==> config.mk <==
export PLATFORM = sky130hd
export DESIGN_NAME = uc_multiciclo
export DESIGN_NICKNAME = d
export VERILOG_FILES = /design/src/rtl/uc_multiciclo.sv
export SDC_FILE = /design/constraint.sdc
export NUM_CORES = 1
export LEC_CHECK = 0
export BUFFER_PORTS_ARGS = -buffer_cell sky130_fd_sc_hd__clkbuf_2
export CAP_MARGIN = 40
export CORE_ASPECT_RATIO = 1.2
export CORE_UTILIZATION = 31
export CTS_CLUSTER_DIAMETER = 40
export DETAILED_ROUTE_END_ITERATION = 8
export MAX_ROUTING_LAYER = met4
export PLACE_DENSITY_LB_ADDON = 0.3
export SLEW_MARGIN = 10
export SYNTH_ARGS = -nofsm -noshare
export SYNTH_HDL_FRONTEND = slang
export SYNTH_SLANG_ARGS = --single-unit
==> constraint.sdc <==
create_clock -name clk -period 2.6 [get_ports clk]
set_clock_uncertainty 0.2 [all_clocks]
set_input_delay 0.65 -clock clk [delete_from_list [all_inputs] [get_ports clk]]
set_output_delay 0.65 -clock clk [all_outputs]
set_load 0.02 [all_outputs]
==> src/rtl/uc_multiciclo.sv <==
// uc_multiciclo: multicycle RV32I control unit sequencing FETCH/DECODE/EXEC/MEM/WB with a memory handshake and traps.
// Optional macro UC_PERF_EN adds the InstRet/StallCnt performance counters.
module uc_multiciclo #(
    parameter int OPCODE_W    = 7,
    parameter int ALUOP_W     = 4,
    parameter int MEM_TIMEOUT = 255
) (
    input  logic                clk,
    input  logic                rst_n,
    input  logic [OPCODE_W-1:0] Opcode,
    input  logic                Zero,
    input  logic                MemReady,
    output logic                IRWrite,
    output logic                PCWrite,
    output logic [ALUOP_W-1:0]  ALUOp,
    output logic                Branch,
    output logic                JumpPC,
    output logic                JumpRD,
    output logic                MemRead,
    output logic                MemWrite,
    output logic                MemToReg,
    output logic                ALUscr,
    output logic                LUIscr,
    output logic                RegWrite,
    output logic                IllegalOp,
    output logic                BusError,
    output logic [2:0]          State
`ifdef UC_PERF_EN
    ,
    output logic [31:0]         InstRet,
    output logic [31:0]         StallCnt
`endif
);

    typedef enum logic [2:0] {
        S_FETCH  = 3'd0,
        S_DECODE = 3'd1,
        S_EXEC   = 3'd2,
        S_MEM    = 3'd3,
        S_WB     = 3'd4,
        S_TRAP   = 3'd5
    } state_t;

    typedef struct packed {
        logic [ALUOP_W-1:0] alu_op;
        logic               branch;
        logic               jump;
        logic               mem_read;
        logic               mem_write;
        logic               mem_to_reg;
        logic               alu_src;
        logic               lui_src;
        logic               reg_write;
        logic               pc_write;
    } ctrl_t;

    localparam logic [OPCODE_W-1:0] OP_R     = OPCODE_W'(7'b0110011);
    localparam logic [OPCODE_W-1:0] OP_LOAD  = OPCODE_W'(7'b0000011);
    localparam logic [OPCODE_W-1:0] OP_IALU  = OPCODE_W'(7'b0010011);
    localparam logic [OPCODE_W-1:0] OP_JALR  = OPCODE_W'(7'b1100111);
    localparam logic [OPCODE_W-1:0] OP_STORE = OPCODE_W'(7'b0100011);
    localparam logic [OPCODE_W-1:0] OP_BR    = OPCODE_W'(7'b1100011);
    localparam logic [OPCODE_W-1:0] OP_LUI   = OPCODE_W'(7'b0110111);
    localparam logic [OPCODE_W-1:0] OP_JAL   = OPCODE_W'(7'b1101111);
    localparam logic [15:0]         TIMEOUT  = 16'(MEM_TIMEOUT);

    state_t                state_q, state_d;
    logic [OPCODE_W-1:0]   opc_q, opc_d;
    logic [15:0]           cnt_q, cnt_d;
    logic                  ill_q, ill_d, bus_q, bus_d;
    ctrl_t                 ctrl_q;

    // Zero only steers the PC mux in the datapath; the branch PC write pulse is unconditional.
    logic unused_zero;
    assign unused_zero = Zero;

    function automatic logic is_legal(input logic [OPCODE_W-1:0] op);
        case (op)
            OP_R, OP_LOAD, OP_IALU, OP_JALR, OP_STORE, OP_BR, OP_LUI, OP_JAL: return 1'b1;
            default: return 1'b0;
        endcase
    endfunction

    // Moore control word for a state/opcode pair; registered from the next-state values.
    function automatic ctrl_t decode(input state_t s, input logic [OPCODE_W-1:0] op);
        ctrl_t c;
        c = '0;
        case (s)
            S_FETCH: c.mem_read = 1'b1;
            S_EXEC: begin
                case (op)
                    OP_R:    c.alu_op = ALUOP_W'(1);
                    OP_IALU: begin c.alu_op = ALUOP_W'(2); c.alu_src = 1'b1; end
                    OP_LOAD, OP_STORE: begin c.alu_op = ALUOP_W'(3); c.alu_src = 1'b1; end
                    OP_BR:   begin c.alu_op = ALUOP_W'(4); c.branch = 1'b1; c.pc_write = 1'b1; end
                    OP_LUI:  begin c.alu_op = ALUOP_W'(5); c.alu_src = 1'b1; c.lui_src = 1'b1; end
                    OP_JAL:  c.alu_op = ALUOP_W'(6);
                    OP_JALR: begin c.alu_op = ALUOP_W'(7); c.alu_src = 1'b1; end
                    default: ;
                endcase
            end
            S_MEM: begin
                c.mem_read  = (op == OP_LOAD);
                c.mem_write = (op == OP_STORE);
            end
            S_WB: begin
                c.reg_write  = 1'b1;
                c.pc_write   = 1'b1;
                c.mem_to_reg = (op == OP_LOAD);
                c.jump       = (op == OP_JAL) || (op == OP_JALR);
            end
            default: ;
        endcase
        return c;
    endfunction

    always_comb begin
        state_d = state_q;
        opc_d   = opc_q;
        cnt_d   = cnt_q;
        ill_d   = ill_q;
        bus_d   = bus_q;
        case (state_q)
            S_FETCH: begin
                if (MemReady) state_d = S_DECODE;
                else if (cnt_q == TIMEOUT) begin state_d = S_TRAP; bus_d = 1'b1; end
                else cnt_d = cnt_q + 16'd1;
            end
            S_DECODE: begin
                opc_d = Opcode;
                if (is_legal(Opcode)) state_d = S_EXEC;
                else begin state_d = S_TRAP; ill_d = 1'b1; end
            end
            S_EXEC: begin
                if (opc_q == OP_BR) state_d = S_FETCH;
                else if (opc_q == OP_LOAD || opc_q == OP_STORE) state_d = S_MEM;
                else state_d = S_WB;
            end
            S_MEM: begin
                if (MemReady) state_d = (opc_q == OP_LOAD) ? S_WB : S_FETCH;
                else if (cnt_q == TIMEOUT) begin state_d = S_TRAP; bus_d = 1'b1; end
                else cnt_d = cnt_q + 16'd1;
            end
            S_WB:    state_d = S_FETCH;
            S_TRAP:  state_d = S_TRAP;
            default: state_d = S_TRAP;
        endcase
        if (state_d != state_q) cnt_d = '0;
    end

    always_ff @(posedge clk or negedge rst_n) begin
        if (!rst_n) begin
            state_q <= S_FETCH;
            opc_q   <= '0;
            cnt_q   <= '0;
            ill_q   <= 1'b0;
            bus_q   <= 1'b0;
            ctrl_q  <= decode(S_FETCH, '0);
        end else begin
            state_q <= state_d;
            opc_q   <= opc_d;
            cnt_q   <= cnt_d;
            ill_q   <= ill_d;
            bus_q   <= bus_d;
            ctrl_q  <= decode(state_d, opc_d);
        end
    end

    // Instruction fetch and store completion happen in the cycle MemReady arrives.
    assign IRWrite   = (state_q == S_FETCH) && MemReady;
    assign PCWrite   = ctrl_q.pc_write || ((state_q == S_MEM) && ctrl_q.mem_write && MemReady);
    assign ALUOp     = ctrl_q.alu_op;
    assign Branch    = ctrl_q.branch;
    assign JumpPC    = ctrl_q.jump;
    assign JumpRD    = ctrl_q.jump;
    assign MemRead   = ctrl_q.mem_read;
    assign MemWrite  = ctrl_q.mem_write;
    assign MemToReg  = ctrl_q.mem_to_reg;
    assign ALUscr    = ctrl_q.alu_src;
    assign LUIscr    = ctrl_q.lui_src;
    assign RegWrite  = ctrl_q.reg_write;
    assign IllegalOp = ill_q;
    assign BusError  = bus_q;
    assign State     = state_q;

`ifdef UC_PERF_EN
    always_ff @(posedge clk or negedge rst_n) begin
        if (!rst_n) begin
            InstRet  <= '0;
            StallCnt <= '0;
        end else begin
            if (PCWrite) InstRet <= InstRet + 32'd1;
            if ((state_q == S_FETCH || state_q == S_MEM) && !MemReady) StallCnt <= StallCnt + 32'd1;
        end
    end
`endif

endmodule

* Yosys cells after proc, flatten, opt, wreduce, memory -nomap -nowiden *
Cells that the tools add are included.

storage, ports and cells
  output and inout port bits = 20
  bits of input ports = 11
  register bits = 41

operators by class
  muxes and demuxes = 27
  eq/ne operators = 30
  bitwise gates (word level) = 2
  reductions and logical operators = 16
  add/sub/neg operators = 1

operator list
  cell                                                                      number
  16-bit 2-to-1 mux                                                         4
  7-bit by 6-bit equality test with 1-bit output (second input constant)    7
  7-bit equality test (second input constant)                               7
  7-bit by 2-bit equality test with 1-bit output (second input constant)    3
  3-bit 2-to-1 mux                                                          7
  3-bit case mux with 7 select lines                                        1
  16-bit by 1-bit adder with 16-bit output (second input constant)          1
  16-bit by 8-bit equality test with 1-bit output (second input constant)   1
  3-bit case mux with 5 select lines                                        1
  7-bit by 5-bit equality test with 1-bit output (second input constant)    2
  3-bit by 2-bit equality test with 1-bit output (second input constant)    4
  1-bit 2-to-1 mux                                                          9
  8-bit OR reduction                                                        1
  7-bit 2-to-1 mux                                                          1
  3-bit equality test (second input constant)                               2
  3-bit zero test                                                           2
  3-bit AND reduction                                                       2
  5-bit OR reduction                                                        1
  4-bit 2-to-1 mux                                                          1
  2-bit by 1-bit inequality test with 1-bit output (second input constant)  2
  1-bit case mux with 2 select lines                                        2
  2-bit OR reduction                                                        2
  3-bit by 1-bit equality test with 1-bit output (second input constant)    1
  1-bit logical AND                                                         3
  other kinds (6)                                                           9

* Logic depth before layout (Yosys ltp) *
Gate-level depths: netlist of run 1.

  depth after elaboration = 9
  gate-level depth with buffers = 8

* Worst setup path before layout of run 1 *
Ideal clock, no wire load.

  path kind = flip-flop to flip-flop
  start point = reg state_q[2], in the netlist State[2]
  end point = reg ctrl_q (netlist bit JumpPC)
  stages on the path, launching flop included = 8
  buffers on the path = 2
  data required time = 2.299 ns
  slack = 0.412 ns
  arrival = 1.887 ns
  clock period less this slack = 2.188 ns
  cells stage by stage = dfrtp_1 > buf_6 > nor3b_1 > buf_4 > mux2i_1 > and2_1 > nand2_1 > nor4_1

on the way
  word-level cells in the longest chain between the ends = 5

ends and longest elaborated chain
  what                                                                                RTL line       text
  start, declared                                                                     67             state_t state_q, state_d;
  start signal, assigned                                                              160            state_q <= state_d;
  3-bit 2-to-1 mux or 3-bit by 1-bit equality test with 1-bit output (tied branches)  126, 141, 123
  3-bit 2-to-1 mux, or another cell as far along                                      140            if (MemReady) state_d = (opc_q == OP_LOAD) ? S_WB : S_FETCH;
  3-bit case mux with 5 select lines or 7-bit equality test (tied branches)           123, 110
  3-bit equality test or 1-bit logical OR (tied branches)                             88, 110
  1-bit 2-to-1 mux (*)                                                                88             case (s)
  end signal, assigned                                                                158            ctrl_q <= decode(S_FETCH, '0);
  end signal, assigned                                                                165            ctrl_q <= decode(state_d, opc_d);
  end, declared                                                                       71             ctrl_t ctrl_q;

Mark *: on every way between the ends. The rest lies on a longest branch, timed or not.
A chain may end at the register's enable or synchronous reset.

* Worst setup path in the final report of run 1 *
  start point = reg state_q[1], in the netlist State[1]
  end point = out IRWrite

on the way
  word-level cells in the longest chain between the ends = 2

ends and longest elaborated chain
  what               RTL line  text
  3-bit zero test    170       assign IRWrite = (state_q == S_FETCH) && MemReady;
  1-bit logical AND  170
  end, declared      13        output logic IRWrite,

No other way between the ends.

==> results of run 1 <==
-- worst register-to-register path, cell delays in order (launching register included) --
cell	delay, ps
dfrtp_1	460
nor3b_2	220
buf_4	230
mux2i_1	400
inv_1	220
nor3_1	310
o2111ai_1	150
o31ai_1	90
-- logic make-up (layout without fill, tap and decap cells) --
kind of cell | Yosys count | in the layout | synth area share (%)
XOR/XNOR | 16 | 16 | 6.53
AND/OR/NAND/NOR | 98 | 98 | 29.2
other | 1 | 1 | 0.154
adder cells (fa/ha/maj) | 1 | 1 | 0.514
multiplexers | 9 | 9 | 4.06
flip-flops | 40 | 40 | 41.2
buffers and inverters | 20 | 54 | 6.22
AO/OA/AOI/OAI | 32 | 32 | 12.1
-- flip-flops by register name, summed over array words and instances (netlist names) --
| register | flops |
|---|---|
| ALUOp | 3 |
| opc_q | 7 |
| LUIscr | 1 |
| cnt_q | 16 |
| IllegalOp | 1 |
| MemRead | 1 |
| MemToReg | 1 |
| ctrl_q | 1 |
| JumpPC | 1 |
| Branch | 1 |
| BusError | 1 |
| ALUscr | 1 |
| RegWrite | 1 |
| MemWrite | 1 |
| State | 3 |
-- cell type report --
cell class                 instances  area share (%)
inverter                           5           0.670
tap                               92            4.11
timing repair buffer              41            9.65
multi-input combinational        157            45.8
clock buffer                       5            2.46
sequential                        40            35.8
clock inverter                     3            1.52
-- cell usage after synthesis (2+ instances only) --
cell type | instances | area share [%]
xor2_1 | 2 | 0.72
nand4_1 | 3 | 0.77
xnor2_1 | 13 | 4.7
nor2b_1 | 2 | 0.51
buf_6 | 6 | 2.8
o21ai_0 | 3 | 0.62
nor3b_1 | 4 | 1.2
nor4_4 | 2 | 1.7
nor2_1 | 14 | 2.2
and3_1 | 2 | 0.51
nor3_1 | 9 | 1.9
nand2b_1 | 2 | 0.51
and2_1 | 3 | 0.77
nand2_1 | 13 | 2.0
mux2_2 | 3 | 1.4
mux2i_1 | 5 | 2.1
and4_1 | 3 | 1.1
or3b_1 | 2 | 0.72
o21bai_1 | 2 | 0.62
nor4_2 | 9 | 4.6
nor4b_2 | 2 | 1.2
nand3_1 | 7 | 1.4
inv_1 | 4 | 0.62
a21oi_1 | 9 | 1.9
nor4b_1 | 2 | 0.72
o31ai_1 | 2 | 0.62
nor4_1 | 8 | 2.1
dfrtp_1 | 39 | 40
buf_4 | 8 | 2.5
-- cells in the final DEF, fill, tap and decap left out, types with 3 or more instances in the layout --
| master | instances |
|---|---|
| mux2i_1 | 5 |
| nor2_1 | 14 |
| buf_4 | 10 |
| and2_1 | 3 |
| nor3_1 | 9 |
| nor3b_1 | 3 |
| nor4_2 | 9 |
| a21oi_1 | 9 |
| nand4_1 | 3 |
| clkbuf_2 | 28 |
| clkbuf_8 | 5 |
| o21ai_0 | 3 |
| nor4_1 | 8 |
| and4_1 | 3 |
| nand3_1 | 7 |
| dfrtp_1 | 39 |
| xnor2_1 | 13 |
| inv_1 | 4 |
| mux2_2 | 3 |
| nand2_1 | 13 |
-- worst min-delay path by stage --
stage                               start                     to  slack (ps)  cells after the start
floorplan                           rst_n     ALUOp[0]$_DFF_PN0_         150                      0
global placement    IllegalOp$_DFFE_PN0P_  IllegalOp$_DFFE_PN0P_         250                      1
detailed placement   BusError$_DFFE_PN0P_   BusError$_DFFE_PN0P_         260                      1
CTS                                 rst_n  cnt_q[12]$_DFFE_PN0P_         120                      2
global route                        rst_n     opc_q[2]$_DFF_PN0_         140                      2
finish                              rst_n     opc_q[2]$_DFF_PN0_         120                      2
-- power breakdown --
group	internal (mW)	total, mW	leakage [nW]	switching (mW)
combinational	0.0115	0.0387	0.589	0.0273
clock	0.284	0.508	0.0541	0.224
sequential	0.622	0.622	0.545	0
-- layer usage --
layer	track usage (%)	vias up
met1	16.6	844
met2	23.5	44
met5	-	-
li1	-	859
met3	2.85	9
met4	4.11	0
-- through the flow --
step / setup TNS [ps] / worst slack, ps / instance area, um2 / hold slack (ps) / util (%)
after floorplan: 0 / 412 / 2430 / 154 / -
after global placement: -116 / -22.3 / 2660 / 253 / 34.8
after detailed placement: 0 / 34.9 / 2670 / 263 / 35.0
after CTS: 0 / 85.2 / 2780 / 121 / 36.5
after global routing: 0 / 33.7 / 2800 / 138 / 36.8
final: 0 / 208 / 2800 / 118 / 36.8
-- repair_timing --
action	in CTS	in global routing
endpoints found under the setup margin	0	14
buffers inserted	0	1
endpoints found under the hold margin	0	0
==> results.toml, run 1 <==
[run_status]
status = "completed"

[routing]
vias_per_cell = 5.12
drtIter0Drc = 57
dr_total_vias = 1756
routed.top_layer = "met4"
wl_mm = 5.19
firstDrtPassIters = 4
antenna_left = 0
drt-met1-wl_mm = 2.36
wl_met2_mm = 2.55
wire_per_inst_um = 15.1
drc = 0
dr_wl_met3_um = 194

[finish]
fillCellCount = 785
final_layout_size_suffix_gt1_share_pct = 35.1
syn2layout_area_growth_pct = 15.2
multiInputGateArea_um2 = 1280
area.sequential_um2 = 1000
finalNonFillerCells = 343
fin_nets = 262
diodes = 0

[clocking]
htree_levels = 2
cts_buffers = 5
hold_buffers = 0
cts_resized = 0
clk_latency_ps = 300
clock_path_buffers = 2
cts_root_buffer = "clkbuf_8"
cts_tree = "done"
clk_pin_slew_ps = 90
numClockSinks = 40

[timing]
finalHoldViolations = 0
slew_viol_final = 0
fin_crit_sh_pct = 92.0
setup_violations = 0
fmax_ghz = 0.418
rsz0062_at_grt = "no"
finalCriticalPeriod_ps = 2390

[critical_path]
crit_fanout = 7
cp-startpoint = "State[1]$_DFF_PN0_"
worstPathRequired_ps = 1750
worstRegToRegCells = 7
critPathMaxStageDelay_ps = 460
cp_slowest_cell = "dfrtp_1"
path_cells = "buf_4 -> nor3_1 -> and2_1 -> clkbuf_2"
path_depth = 4
crit_buf_inv = 2
crit_path_end = "IRWrite"
end_kind = "output pin"
r2r_setup_slack_ps = 240
reg2reg_from = "State[2]$_DFF_PN0_"
crit_path_start_kind = "register"
cp.arrival_ps = 1540
critPathTopFamily = "flip-flops"
r2r_end = "MemRead$_DFF_PN1_"
crit_type = "reg -> out"

[synth]
ys_warn_count = 0
avgSynthCellArea_um2 = 11.2
syn_area_um2 = 2430
synth_seq_cells = 40
synth_nets = 229
yosysUniqueCellTypes = 63
synth_flop_cell = "dfrtp_1"
synth_seq_area_share_pct = 41.2
synth_edf_count = 0
synthArstFlopShare_pct = 100
synthCells = 217

[floorplanning]
die_y_um = 99.0
die_area_um2 = 8210
core_area_um2 = 7620
fp-row-count = 35
start_util_pct = 31.9
die_x_um = 82.9
io_pins = 31

[place]
dpl.hpwl_mm = 3.74
port-buffer-count = 28
gp_congestion = 0.841
placed_cells = 334

[grt]
grt_remaining_overflow = 0
antenna_found_initial = 0
grt_pass1_wl_mm = 8.85
grt_pass1_vias = 1806
grt_max_degree = 41
grt.total_usage_pct = 13.9

[power_and_ir_drop]
ir_drop_uv = 291
power_mw = 1.17
p_per_area_nw_per_um2 = 417
p_leak_nw = 1.19

[min_path]
hp-class = "in -> async"

[run]
drv_cap = 0
(Power assumes the default switching activity.)
==> run 2: changes to the inputs <==
==> constraint.sdc (replaced) <==
create_clock -name clk -period 2.6 [get_ports clk]
set_clock_uncertainty 0.2 [all_clocks]
set_input_delay 0.26 -clock clk [delete_from_list [all_inputs] [get_ports clk]]
set_output_delay 0.26 -clock clk [all_outputs]
set_load 0.02 [all_outputs]
==> run 2 against run 1 <==
Compared with the run above: the flow now finishes with violations (design-rule violations); first-iteration DRC count down 14%; hold slack worse by 58 ps; combinational power is 2% higher; cell area is 0.58% higher; largest cell class unchanged; die area unchanged; critical path type is now reg -> reg.
==> results.toml, run 2 (same netlist as run 1, synthesis figures left out) <==
[floorplanning]
io_pins = 31
core_area_um2 = 7620
start_util_pct = 31.9
fp-row-count = 35
die_y_um = 99.0
die_area_um2 = 8210
die_x_um = 82.9

[timing]
fmax_ghz = 0.415
slew_viol_final = 0
finalHoldViolations = 0
setup_violations = 0
tightest_slew_ps = 514
fin_crit_sh_pct = 92.8
setup_tns_ps = 0
relSlewSlack_pct = 65.7
finalCriticalPeriod_ps = 2410
rsz0062_at_grt = "no"

[clocking]
cts_tree = "done"
numClockSinks = 40
cts_buffers = 5
clock_path_buffers = 2
htree_levels = 2
postCtsSetupRepairBufs = 0
cts_root_buffer = "clkbuf_8"
clk_latency_ps = 300
cts_resized = 0
clk_pin_slew_ps = 90

[critical_path]
worstRegToRegCells = 8
crit_fanout = 18
worstPathRequired_ps = 2590
r2r_end = "cnt_q[11]$_DFFE_PN0P_"
cp.arrival_ps = 2400
r2r_setup_slack_ps = 190
end_kind = "register"
crit_path_start_kind = "register"
reg2reg_from = "cnt_q[0]$_DFFE_PN0P_"
cp-startpoint = "cnt_q[0]$_DFFE_PN0P_"
crit_type = "reg -> reg"

[grt]
grt_max_degree = 41
grt.total_usage_pct = 14.4
antenna_found_initial = 0
grt_pass1_wl_mm = 9.16
grt_pass1_vias = 1912
grt_remaining_overflow = 0

[power_and_ir_drop]
power_frac_clock_pct = 40.2
p_leak_nw = 1.19
p_per_area_nw_per_um2 = 393
internal_power_mw = 0.849
pwr-share-comb_pct = 3.6
switching_share_pct = 23.3
power_frac_seq_pct = 56.2
p_switching_mw = 0.257
ir_drop_uv = 170

[min_path]
holdPathStages = 3
hp-start = "Opcode[3]"
hp-class = "in -> reg"
min_to = "opc_q[3]$_DFF_PN0_"

[run_status]
violations = "design-rule violations"
status = "finished, violations left"

[place]
gp_congestion = 0.816
placed_cells = 335
dpl.hpwl_mm = 3.75
port-buffer-count = 28

[finish]
multiInputGateArea_um2 = 1280
regMostFlops = "cnt_q"
area.sequential_um2 = 1000
largest_register_ffs = 16
top_regs = "cnt_q (16), opc_q (7)"
syn2layout_area_growth_pct = 15.8
final_cell_mix = "dfrtp_1 (39), clkbuf_2 (28), nor2_1 (14)"
finalNonFillerCells = 346
final_common_cell = "dfrtp_1"
final_layout_size_suffix_gt1_share_pct = 34.6
fin_nets = 265
diodes = 0
fillCellCount = 791

[routing]
wl_mm = 5.23
firstDrtPassIters = 7
dr_total_vias = 1792
wire_per_inst_um = 15.1
vias_per_cell = 5.18
drtIter0Drc = 49
antenna_left = 0
drc = 2

[run]
drv_cap = 0
## run 2: cell types whose count changed in the layout (fill, tap and decap cells not counted), sizes merged
cell / delta
clkinvlp: +1
bufinv: -1
dlygate4sd3: +3
clkinv: -1
clkbuf: +1
## run 2: critical path: stages (launching register included)
cell      delay [ps]
dfrtp_1          420
ha_1             230
and3_1           210
and4_1           270
buf_12           180
a311oi_4         250
a31oi_4          130
buf_12           180
nor4_1           230
## run 2: worst max path at each step
stage | endpoint | depth (start not counted)
finish | cnt_q[11]$_DFFE_PN0P_ | 8
global route | cnt_q[10]$_DFFE_PN0P_ | 8
CTS | cnt_q[11]$_DFFE_PN0P_ | 8
detailed placement | cnt_q[11]$_DFFE_PN0P_ | 8
global placement | cnt_q[10]$_DFFE_PN0P_ | 5
floorplan | JumpPC$_DFF_PN0_ | 7
## run 2: metrics by stage
step	worst slack [ps]	power [mW]	cell area [um2]	util (%)	hold slack, ps
floorplan	412	0.646	2430	-	-236
global placement	69.4	0.671	2680	35.1	165
detailed placement	196	0.671	2690	35.3	159
CTS	163	1.13	2820	37.0	57.6
global route	31.8	1.16	2820	37.0	90.7
finish	188	1.11	2820	37.0	60.6
## run 2: power by group through the flow
| stage | Clock, mW | Sequential [mW] | Combinational [mW] |
|---|---|---|---|
| final | 0.445 | 0.622 | 0.0393 |
| after global routing | 0.490 | 0.622 | 0.0453 |
| after CTS | 0.463 | 0.622 | 0.0407 |
| after detailed placement | 0 | 0.634 | 0.0369 |
| after global placement | 0 | 0.634 | 0.0374 |
| after floorplan | 0 | 0.634 | 0.0117 |
## run 2: timing repair
action                                 4_1_cts  5_1_grt
endpoints found under the hold margin       41        0
hold buffers                                 3        0
setup endpoints to repair                    0        0
## run 2: cell type report
type                            instances  share of cell area [%]
Tap cell                               92                    4.09
Multi-Input combinational cell        157                    45.6
Timing Repair Buffer                   44                    10.7
Clock buffer                            6                    2.93
Clock inverter                          2                   0.533
Sequential cell                        40                    35.6
Inverter                                5                   0.666
## run 2: layer usage
| layer | vias to the layer above | GRT usage, % | wire length, um |
|---|---|---|---|
| met3 | 12 | 2.60 | 148 |
| met4 | 0 | 5.44 | 114 |
| met1 | 877 | 16.9 | 2310 |
| met2 | 37 | 24.4 | 2660 |
| met5 | - | - | 0 |
| li1 | 866 | - | - |
